<file path="src/rtl/seven_segment_decoder.sv">
// -----------------------------------------------------------------------------
// seven_segment_decoder
//
// Purpose:
//    Debounces and decodes a two-digit, active-low seven-segment display
//    pattern (tens + units) into a binary value 0..59. A pattern must be
//    sampled STABLE_CYCLES times in a row before it is decoded. A pattern
//    identical to the last one handed to the consumer is suppressed, so a
//    static display produces exactly one result. Illegal digit codes, or a
//    tens digit above 5, are reported through bad_pattern with value = 0.
//
// Parameters:
//    STABLE_CYCLES  consecutive identical accepted samples needed (1..15)
//
// Ports:
//    clk          in   sole clock, rising edge
//    reset        in   asynchronous, active-high reset
//    segment      in   [0:13] bits 0..6 tens a..g, bits 7..13 units a..g
//                      (0 = segment lit)
//    seg_valid    in   segment carries a sample this cycle
//    seg_ready    out  sample accepted this cycle (low while a result waits)
//    value        out  [0:5] decoded value 0..59, bit 0 = MSB
//    value_valid  out  value / bad_pattern are valid
//    value_ready  in   consumer takes the result this cycle
//    bad_pattern  out  emitted pattern is not a legal 00..59 display
//    err_count    out  [7:0] saturating count of bad results taken
//
// Configuration:
//    SSD_ERR_COUNT_EN  when defined, err_count counts bad results handed to
//                      the consumer (saturating at 255); when undefined the
//                      counter is not built and err_count is tied to 0.
// -----------------------------------------------------------------------------
module seven_segment_decoder #(
   parameter int unsigned STABLE_CYCLES = 4
) (
   input  logic        clk,
   input  logic        reset,
   input  logic [0:13] segment,
   input  logic        seg_valid,
   output logic        seg_ready,
   output logic [0:5]  value,
   output logic        value_valid,
   input  logic        value_ready,
   output logic        bad_pattern,
   output logic [7:0]  err_count
);

   localparam logic [3:0] STABLE_LIM = STABLE_CYCLES[3:0];

   typedef enum logic [1:0] {
      ST_IDLE,
      ST_SETTLE,
      ST_EMIT
   } state_t;

   // Decoded form of one digit: legal flag plus binary digit.
   typedef struct packed {
      logic       legal;
      logic [3:0] digit;
   } digit_t;

   // Decoded form of a whole two-digit pattern.
   typedef struct packed {
      logic       bad;
      logic [5:0] value;
   } result_t;

   // Segment order a..g, a in the MSB, active-low.
   function automatic digit_t decode_digit(input logic [6:0] code);
      digit_t d;
      d.legal = 1'b1;
      d.digit = 4'd0;
      case (code)
         7'b0000001: d.digit = 4'd0;
         7'b1001111: d.digit = 4'd1;
         7'b0010010: d.digit = 4'd2;
         7'b0000110: d.digit = 4'd3;
         7'b1001100: d.digit = 4'd4;
         7'b0100100: d.digit = 4'd5;
         7'b0100000: d.digit = 4'd6;
         7'b0001111: d.digit = 4'd7;
         7'b0000000: d.digit = 4'd8;
         7'b0000100: d.digit = 4'd9;
         default:    d.legal = 1'b0;
      endcase
      return d;
   endfunction

   function automatic result_t decode_pattern(input logic [13:0] pat);
      digit_t     tens;
      digit_t     units;
      logic [5:0] tens6;
      result_t    r;
      tens  = decode_digit(pat[13:7]);
      units = decode_digit(pat[6:0]);
      tens6 = {2'b00, tens.digit};
      if (tens.legal && units.legal && (tens.digit <= 4'd5)) begin
         r.bad   = 1'b0;
         // 10*tens as (8 + 2)*tens keeps the arithmetic 6 bits wide.
         r.value = (tens6 << 3) + (tens6 << 1) + {2'b00, units.digit};
      end else begin
         r.bad   = 1'b1;
         r.value = 6'd0;
      end
      return r;
   endfunction

   // ---------------------------------------------------------------------
   // State
   // ---------------------------------------------------------------------
   state_t      state_q,     state_d;
   logic [13:0] cand_q,      cand_d;
   logic [3:0]  stab_cnt_q,  stab_cnt_d;
   logic [13:0] last_q,      last_d;
   logic        last_vld_q,  last_vld_d;   // low = nothing emitted since reset
   logic [5:0]  value_q,     value_d;
   logic        bad_q,       bad_d;

   logic        accept;
   logic        stable_done;
   logic [13:0] seg_pat;
   logic [3:0]  cnt_next;
   result_t     seg_result;
   logic        handshake;

   // Port order [0:13] lands segment[0] (tens a) on seg_pat[13].
   assign seg_pat    = segment;
   assign seg_result = decode_pattern(seg_pat);

   assign seg_ready   = (state_q != ST_EMIT);
   // Pure decode of the state flop, so reset drops it without a clock edge.
   assign value_valid = (state_q == ST_EMIT);
   assign value       = value_q;
   assign bad_pattern = bad_q;
   assign accept      = seg_valid && seg_ready;
   assign handshake   = value_valid && value_ready;

   // ---------------------------------------------------------------------
   // Next-state logic
   // ---------------------------------------------------------------------
   always_comb begin
      // NOTE: every variable gets a default before the case so no path
      // leaves it unassigned; otherwise synthesis infers a latch.
      state_d     = state_q;
      cand_d      = cand_q;
      stab_cnt_d  = stab_cnt_q;
      last_d      = last_q;
      last_vld_d  = last_vld_q;
      value_d     = value_q;
      bad_d       = bad_q;
      stable_done = 1'b0;
      cnt_next    = 4'd1;

      case (state_q)
         ST_IDLE: begin
            if (accept) begin
               cand_d     = seg_pat;
               stab_cnt_d = 4'd1;
               if (STABLE_LIM <= 4'd1) begin
                  stable_done = 1'b1;
               end else begin
                  state_d = ST_SETTLE;
               end
            end
         end

         ST_SETTLE: begin
            if (accept) begin
               if (seg_pat == cand_q) begin
                  cnt_next = stab_cnt_q + 4'd1;
               end else begin
                  cand_d   = seg_pat;
                  cnt_next = 4'd1;
               end
               stab_cnt_d = cnt_next;
               if (cnt_next >= STABLE_LIM) begin
                  stable_done = 1'b1;
               end
            end
         end

         ST_EMIT: begin
            // value_q / bad_q hold by default while the consumer stalls.
            if (value_ready) begin
               last_d     = cand_q;
               last_vld_d = 1'b1;
               state_d    = ST_IDLE;
            end
         end

         default: state_d = ST_IDLE;
      endcase

      // The stable pattern is always the current sample: either it matched
      // the candidate or it just became the candidate.
      if (stable_done) begin
         if (last_vld_q && (seg_pat == last_q)) begin
            state_d = ST_IDLE;
         end else begin
            state_d = ST_EMIT;
            value_d = seg_result.value;
            bad_d   = seg_result.bad;
         end
      end
   end

   always_ff @(posedge clk or posedge reset) begin
      if (reset) begin
         state_q    <= ST_IDLE;
         cand_q     <= '0;
         stab_cnt_q <= '0;
         last_q     <= '0;
         last_vld_q <= 1'b0;
         value_q    <= '0;
         bad_q      <= 1'b0;
      end else begin
         // NOTE: non-blocking assignments so every flop samples the values
         // from before this edge, independent of statement order.
         state_q    <= state_d;
         cand_q     <= cand_d;
         stab_cnt_q <= stab_cnt_d;
         last_q     <= last_d;
         last_vld_q <= last_vld_d;
         value_q    <= value_d;
         bad_q      <= bad_d;
      end
   end

   // ---------------------------------------------------------------------
   // Bad-result counter
   // ---------------------------------------------------------------------
`ifdef SSD_ERR_COUNT_EN
   logic [7:0] err_cnt_q, err_cnt_d;

   always_comb begin
      err_cnt_d = err_cnt_q;
      if (handshake && bad_q && (err_cnt_q != 8'hFF)) begin
         err_cnt_d = err_cnt_q + 8'd1;
      end
   end

   always_ff @(posedge clk or posedge reset) begin
      if (reset) begin
         err_cnt_q <= '0;
      end else begin
         err_cnt_q <= err_cnt_d;
      end
   end

   assign err_count = err_cnt_q;
`else
   logic unused_handshake;
   assign unused_handshake = handshake;
   assign err_count        = 8'd0;
`endif

endmodule

</file>
<file path="config.mk">
export PLATFORM = sky130hd
export DESIGN_NAME = seven_segment_decoder
export DESIGN_NICKNAME = d
export VERILOG_FILES = /design/src/rtl/seven_segment_decoder.sv
export SDC_FILE = /design/constraint.sdc
export NUM_CORES = 1
export LEC_CHECK = 0
export CAP_MARGIN = 0
export CORE_MARGIN = 8
export CORE_UTILIZATION = 50
export CTS_CLUSTER_DIAMETER = 60
export DETAILED_ROUTE_END_ITERATION = 6
export PLACE_DENSITY = 0.74
export SYNTH_ARGS = -nofsm -noshare
export SYNTH_HDL_FRONTEND = slang
export SYNTH_SLANG_ARGS = --single-unit
</file>
<file path="constraint.sdc">
create_clock -name clk -period 2.8 [get_ports clk]
set_clock_uncertainty 0.2 [all_clocks]
set_input_delay 0.56 -clock clk [delete_from_list [all_inputs] [get_ports clk]]
set_output_delay 0.56 -clock clk [all_outputs]
set_load 0.02 [all_outputs]
</file>
==> flow_metrics.env, run 1 <==
export IMPL_status="complete, but fails checks"
export IMPL_violations="setup timing"
export IMPL_min_period_ps=2980
export IMPL_post_drt_wl_per_cell_um=17.7
export IMPL_cts_tree="done"
export IMPL_fin_cells=389
export IMPL_worstPathMaxFanout=3
export IMPL_postCtsHoldBufs=0
export IMPL_multi_input_area_um2=1660
export IMPL_grt_pass1_vias=2293
export IMPL_end_kind="register"
export IMPL_routed_wl_mm=6.89
export IMPL_postSynthAreaPerCell_um2=11.0
export IMPL_crit_buf_inv=1
export IMPL_cap_violations=0
export IMPL_synthArstFlopShare_pct=100
export IMPL_ir_drop_uv=225
export IMPL_cpPeakStageDelay_ps=460
export IMPL_synth_warnings=0
export IMPL_dieHeight_um=90.3
export IMPL_path_cells="buf_8 > and2b_2 > nand4_1 > a211oi_2 > a31o_2 > fa_1 > ha_1 > a21o_1 > a21oi_2 > xor2_1 > xnor2_1 > a22o_1"
export IMPL_ctsLongestPathBuffers=2
export IMPL_synth_cell_type_count=55
export IMPL_place_area_um2=3260
export IMPL_via_per_inst=5.65
export IMPL_area_growth_pct=29.8
export IMPL_io_buffers=26
export IMPL_hold_path_depth=1
export IMPL_cts_root_buf="clkbuf_8"
export IMPL_relSlewSlack_pct=60.4
export IMPL_netlist_instances=250
export IMPL_power_leakage_nw=1.59
export IMPL_finalSetupViolCount=1
export IMPL_dp_cells=369
export IMPL_layout_commonest_cell="buf_4"
export IMPL_netlist_area_um2=2760
export IMPL_reg2regPathDepth=5
export IMPL_nets=343
export IMPL_coreArea_um2=5410
export IMPL_cp_top_family="compound AO/OA/AOI/OAI gates"
export IMPL_rsz0062_at_grt="true"
export IMPL_fillCellCount=408
export IMPL_fp_dieW_um=90.3
export IMPL_synth_ff_type="dfrtp_1"
export IMPL_critPathArrivalTime_ps=2970
export IMPL_hold_path_class="register to register"
export IMPL_grt_pass1_wl_mm=11.4
export IMPL_drive_gt1_share_pct=39.1
export IMPL_fin_ws_ps=-184
export IMPL_clock_fmax_mhz=335
export IMPL_whs_ps=275
export IMPL_p_total_mw=1.44
export IMPL_initial_core_util_pct=51.0
export IMPL_powerDensity_nw_per_um2=401
export IMPL_worst_path_stages=12
export IMPL_gr_usage_all_layers_pct=17.1
export IMPL_place_gp_congestion=0.916
export IMPL_ios=35
export IMPL_clock_sinks=42
export IMPL_via_count=2197
export IMPL_layout_area_seq_um2=1050
export IMPL_diodes=0
export IMPL_grt_antenna_before_repair=0
export IMPL_num_rows=27
export IMPL_final_cell_mix="buf_4, dfrtp_1, xnor2_1"
export IMPL_drc=0
export IMPL_finalHoldViolCount=0
export IMPL_clk_pin_slew_ps=80
export IMPL_grt_max_degree=43
export IMPL_drtAntennaViolNets=0
export IMPL_crit_type="input pin to register"
export IMPL_final_area_um2=3580
export IMPL_dieArea_um2=8150
export IMPL_cp_required_ps=2790
export IMPL_ys_seq_elements=42
export IMPL_yosysSeqAreaShare_pct=38.1
export IMPL_worst_pin_slew_ps=593
export IMPL_ctsHtreeMaxLevel=2
export IMPL_worstSetupStartpointType="input pin"
export IMPL_firstDrtPassIters=4
export IMPL_insertion_delay_ps=300
export IMPL_drv_slew=0
export IMPL_numCtsBuffers=5
export IMPL_grt_overflow=0
export IMPL_fin_crit_sh_pct=107
export IMPL_hpwl_mm=4.74
export IMPL_initialDrtViolationCount=156
export IMPL_crit_slowest_cell="fa_1"
export IMPL_synth_edf_count=0
[final timing paths]
kind / startpoint / endpoint / slack, ps
setup / recovery: segment[1] / value[0] / -180
hold / removal: last_vld_q / last_vld_q / 270
setup reg to reg: cand_q[3] / bad_pattern / 330
hold reg to reg: last_vld_q / last_vld_q / 270
max in group asynchronous: reset / cand_q[2] / 1550
min in group asynchronous: reset / last_q[9] / 480
[final cells by class]
| type | count | share of cell area [%] |
|---|---|---|
| inverters | 5 | 0.524 |
| flip-flops and latches | 42 | 29.3 |
| clock buffers | 7 | 2.13 |
| multi-input cells | 184 | 46.3 |
| well taps | 72 | 2.51 |
| repair buffers | 78 | 18.3 |
| clock inverters | 1 | 0.838 |
[cells in the mapped netlist, types with 3 or more instances]
master | count | share of area, %
xnor2_1 | 26 | 8.3
buf_4 | 8 | 2.2
nor3b_1 | 3 | 0.82
nand2b_1 | 3 | 0.68
a21oi_1 | 4 | 0.73
inv_1 | 5 | 0.68
buf_2 | 6 | 1.1
nor2b_1 | 5 | 1.1
nand3_1 | 5 | 0.91
ha_1 | 7 | 3.2
clkbuf_1 | 4 | 0.54
nor3_1 | 3 | 0.54
mux2_2 | 18 | 7.3
nand4_1 | 12 | 2.7
a22o_1 | 7 | 2.2
dfrtp_1 | 42 | 38
mux2_4 | 11 | 6.0
nand2_1 | 8 | 1.1
buf_6 | 7 | 2.9
nor2_1 | 10 | 1.4
a211oi_1 | 4 | 1.1
o21ai_0 | 8 | 1.5
xnor2_2 | 3 | 1.8
[timing repair]
| item | 4_1_cts | 5_1_grt |
|---|---|---|
| pin swaps | 20 | 20 |
| setup endpoints to repair | 23 | 19 |
| setup buffers | 10 | 4 |
| resized for setup | 54 | 22 |
[flip-flops by register name, indices dropped and copies added (netlist names)]
signal	cells
value	6
stab_cnt_q	4
last_q	14
bad_pattern	1
last_vld_q	1
state_q	2
cand_q	14
[per-stage QoR]
step | util [%] | worst slack (ps) | setup TNS (ps)
after floorplan | - | -389 | -559
after global placement | 60.4 | -775 | -10630
after detailed placement | 60.4 | -883 | -11530
after CTS | 64.3 | -181 | -261
after global routing | 66.3 | -273 | -291
final | 66.3 | -184 | -184
[power breakdown]
| group | total, mW | switching, mW | internal (mW) |
|---|---|---|---|
| sequential | 0.660 | 0.0267 | 0.634 |
| clock | 0.481 | 0.213 | 0.267 |
| combinational | 0.294 | 0.141 | 0.153 |
| total | 1.44 | 0.382 | 1.05 |
[logic make-up (layout without fill, tap and decap cells)]
logic type,count (synthesis),in the layout,share of synthesized area (%)
AND/OR/NAND/NOR,69,69,15.3
adder cells (fa/ha/maj),9,9,4.63
other,1,8,0.136
XOR/XNOR,31,31,10.7
flip-flops,42,42,38.1
AO/OA/AOI/OAI,38,38,9.75
multiplexers,29,29,13.3
buffers and inverters,31,91,8.07
[metal layers]
layer  part of all wire, %  track usage, %  routed length [µm]  up-vias
li1                      -               -                   -     1018
met1                    42            20.7                2930     1100
met2                    50            28.5                3470       63
met3                   4.4            4.24                 303       16
met4                   2.7            6.38                 189        0
met5                     0               0                   0        -
Note: power is estimated with default switching activity, not from simulation.
==> run 2: changes to the inputs <==
--- a/config.mk
+++ b/config.mk
@@ -5,12 +5,14 @@
 export SDC_FILE = /design/constraint.sdc
 export NUM_CORES = 1
 export LEC_CHECK = 0
-export CAP_MARGIN = 0
+export CAP_MARGIN = 25
+export CELL_PAD_IN_SITES_DETAIL_PLACEMENT = 1
+export CELL_PAD_IN_SITES_GLOBAL_PLACEMENT = 1
 export CORE_MARGIN = 8
-export CORE_UTILIZATION = 50
+export CORE_UTILIZATION = 44
 export CTS_CLUSTER_DIAMETER = 60
 export DETAILED_ROUTE_END_ITERATION = 6
-export PLACE_DENSITY = 0.74
+export PLACE_DENSITY = 0.81
 export SYNTH_ARGS = -nofsm -noshare
 export SYNTH_HDL_FRONTEND = slang
 export SYNTH_SLANG_ARGS = --single-unit
==> flow_metrics.env, run 2 (synthesized netlist as in run 1, its figures left out) <==
export IMPL_ctsHtreeMaxLevel=2
export IMPL_end_kind="register"
export IMPL_status="complete, but fails checks"
export IMPL_worstSetupStartpointType="input pin"
export IMPL_initialDrtViolationCount=88
export IMPL_grt_max_degree=43
export IMPL_fillCellCount=669
export IMPL_grt_antenna_before_repair=0
export IMPL_reg2reg_from="cand_q[4]"
export IMPL_ir_drop_uv=229
export IMPL_initial_core_util_pct=44.5
export IMPL_grt_pass1_wl_mm=13.2
export IMPL_cap_violations=0
export IMPL_clock_fmax_mhz=322
export IMPL_via_count=2173
export IMPL_dieHeight_um=95.2
export IMPL_coreArea_um2=6200
export IMPL_cp_required_ps=2790
export IMPL_finalSetupViolCount=2
export IMPL_gr_usage_all_layers_pct=19.1
export IMPL_p_int_mw=0.982
export IMPL_fin_crit_sh_pct=111
export IMPL_drc=0
export IMPL_clk_pin_slew_ps=80
export IMPL_insertion_delay_ps=300
export IMPL_critPathArrivalTime_ps=3090
export IMPL_cts_tree="done"
export IMPL_min_from="last_vld_q"
export IMPL_hpwl_mm=5.82
export IMPL_crit_type="input pin to register"
export IMPL_relSlewSlack_pct=45.0
export IMPL_grt_overflow=0
export IMPL_swShare_pct=28.9
export IMPL_io_buffers=26
export IMPL_clock_sinks=42
export IMPL_p_total_mw=1.38
export IMPL_final_util_pct=57.5
export IMPL_post_drt_wl_per_cell_um=22.0
export IMPL_p_seq_share_pct=48.0
export IMPL_drive_gt1_share_pct=40.6
export IMPL_area_growth_pct=29.4
export IMPL_finalHoldViolCount=0
export IMPL_power_frac_comb_pct=21.9
export IMPL_worstPathMaxFanout=3
export IMPL_pwr_share_clk_pct=30.1
export IMPL_postCtsHoldBufs=0
export IMPL_power_net_switching_mw=0.400
export IMPL_power_leakage_nw=1.58
export IMPL_drtAntennaViolNets=0
export IMPL_place_gp_congestion=0.845
export IMPL_num_rows=29
export IMPL_drv_slew=0
export IMPL_nets=341
export IMPL_via_per_inst=5.54
export IMPL_violations="setup timing"
export IMPL_routed_wl_mm=8.61
export IMPL_ios=35
export IMPL_grt_pass1_vias=2506
export IMPL_hold_path_class="register to register"
export IMPL_numCtsBuffers=5
export IMPL_rsz0062_at_grt="true"
export IMPL_fp_dieW_um=95.2
export IMPL_fin_ws_ps=-304
export IMPL_crit_start="segment[3]"
export IMPL_final_cell_mix="buf_4, dfrtp_1, xnor2_1"
export IMPL_ctsLongestPathBuffers=2
export IMPL_worst_pin_slew_ps=822
export IMPL_dieArea_um2=9060
export IMPL_powerDensity_nw_per_um2=387
export IMPL_min_period_ps=3100
export IMPL_layout_commonest_cell="buf_4"
export IMPL_diodes=0
export IMPL_cts_root_buf="clkbuf_8"
export IMPL_firstDrtPassIters=4
==> run 2: through the flow <==
step / setup WS (ps) / cell area [µm²] / instances / TNS, ps / hold WS, ps
after floorplan: -389 / 2850 / 257 / -559 / 234
after global placement: -768 / 3280 / 373 / -9960 / 252
after detailed placement: -975 / 3280 / 373 / -12030 / 263
after CTS: -220 / 3500 / 389 / -220 / 294
after global routing: -408 / 3570 / 392 / -616 / 315
final: -304 / 3570 / 392 / -350 / 288
==> run 2: final timing paths <==
path	to	slack, ps	cells past startpoint
setup / recovery	value[0]	-300	13
hold / removal	last_vld_q	290	1
setup reg to reg	value[0]	290	6
hold reg to reg	last_vld_q	290	1
max in group asynchronous	value[0]	1770	3
min in group asynchronous	last_q[12]	410	3
==> run 2: repair_timing <==
action / 4_1_cts / 5_1_grt
buffers inserted: 10 / 3
endpoints found under the setup margin: 23 / 7
endpoints found under the hold margin: 0 / 0
gates resized for setup: 66 / 10
pin swaps: 22 / 12
==> run 2: per-layer routing <==
layer | global-route usage (%) | routed length, µm | vias to the layer above
li1 | - | - | 1010
met1 | 21.4 | 3500 | 1099
met2 | 34.6 | 4550 | 43
met3 | 3.54 | 296 | 21
met4 | 8.06 | 263 | 0
met5 | 0 | 0 | -
==> run 2: worst max-delay path, stage by stage <==
cell,delay (ps)
buf_8,100
buf_6,120
nor3_4,180
nand2_2,80
a211oi_2,250
a31o_2,170
fa_1,450
ha_1,300
a21o_1,180
a21oi_2,150
xor2_1,240
xnor2_1,110
a22o_1,190
==> run 2: final cells by class <==
cell class              count  area [µm²]  share of cell area, %
clock buffers               6        82.6                   2.31
clock inverters             2        12.5                  0.351
inverters                   5        18.8                  0.526
multi-input cells         184        1670                   46.7
flip-flops and latches     42        1050                   29.4
well taps                  77        96.3                   2.70
repair buffers             76         642                   18.0
==> run 2: power groups by stage <==
| stage | clock network [mW] | logic, mW | registers, mW |
|---|---|---|---|
| CTS | 0.421 | 0.285 | 0.662 |
| detailed placement | 0 | 0.275 | 0.673 |
| global route | 0.448 | 0.321 | 0.667 |
| global placement | 0 | 0.263 | 0.669 |
| finish | 0.416 | 0.302 | 0.664 |
| floorplan | 0 | 0.195 | 0.665 |
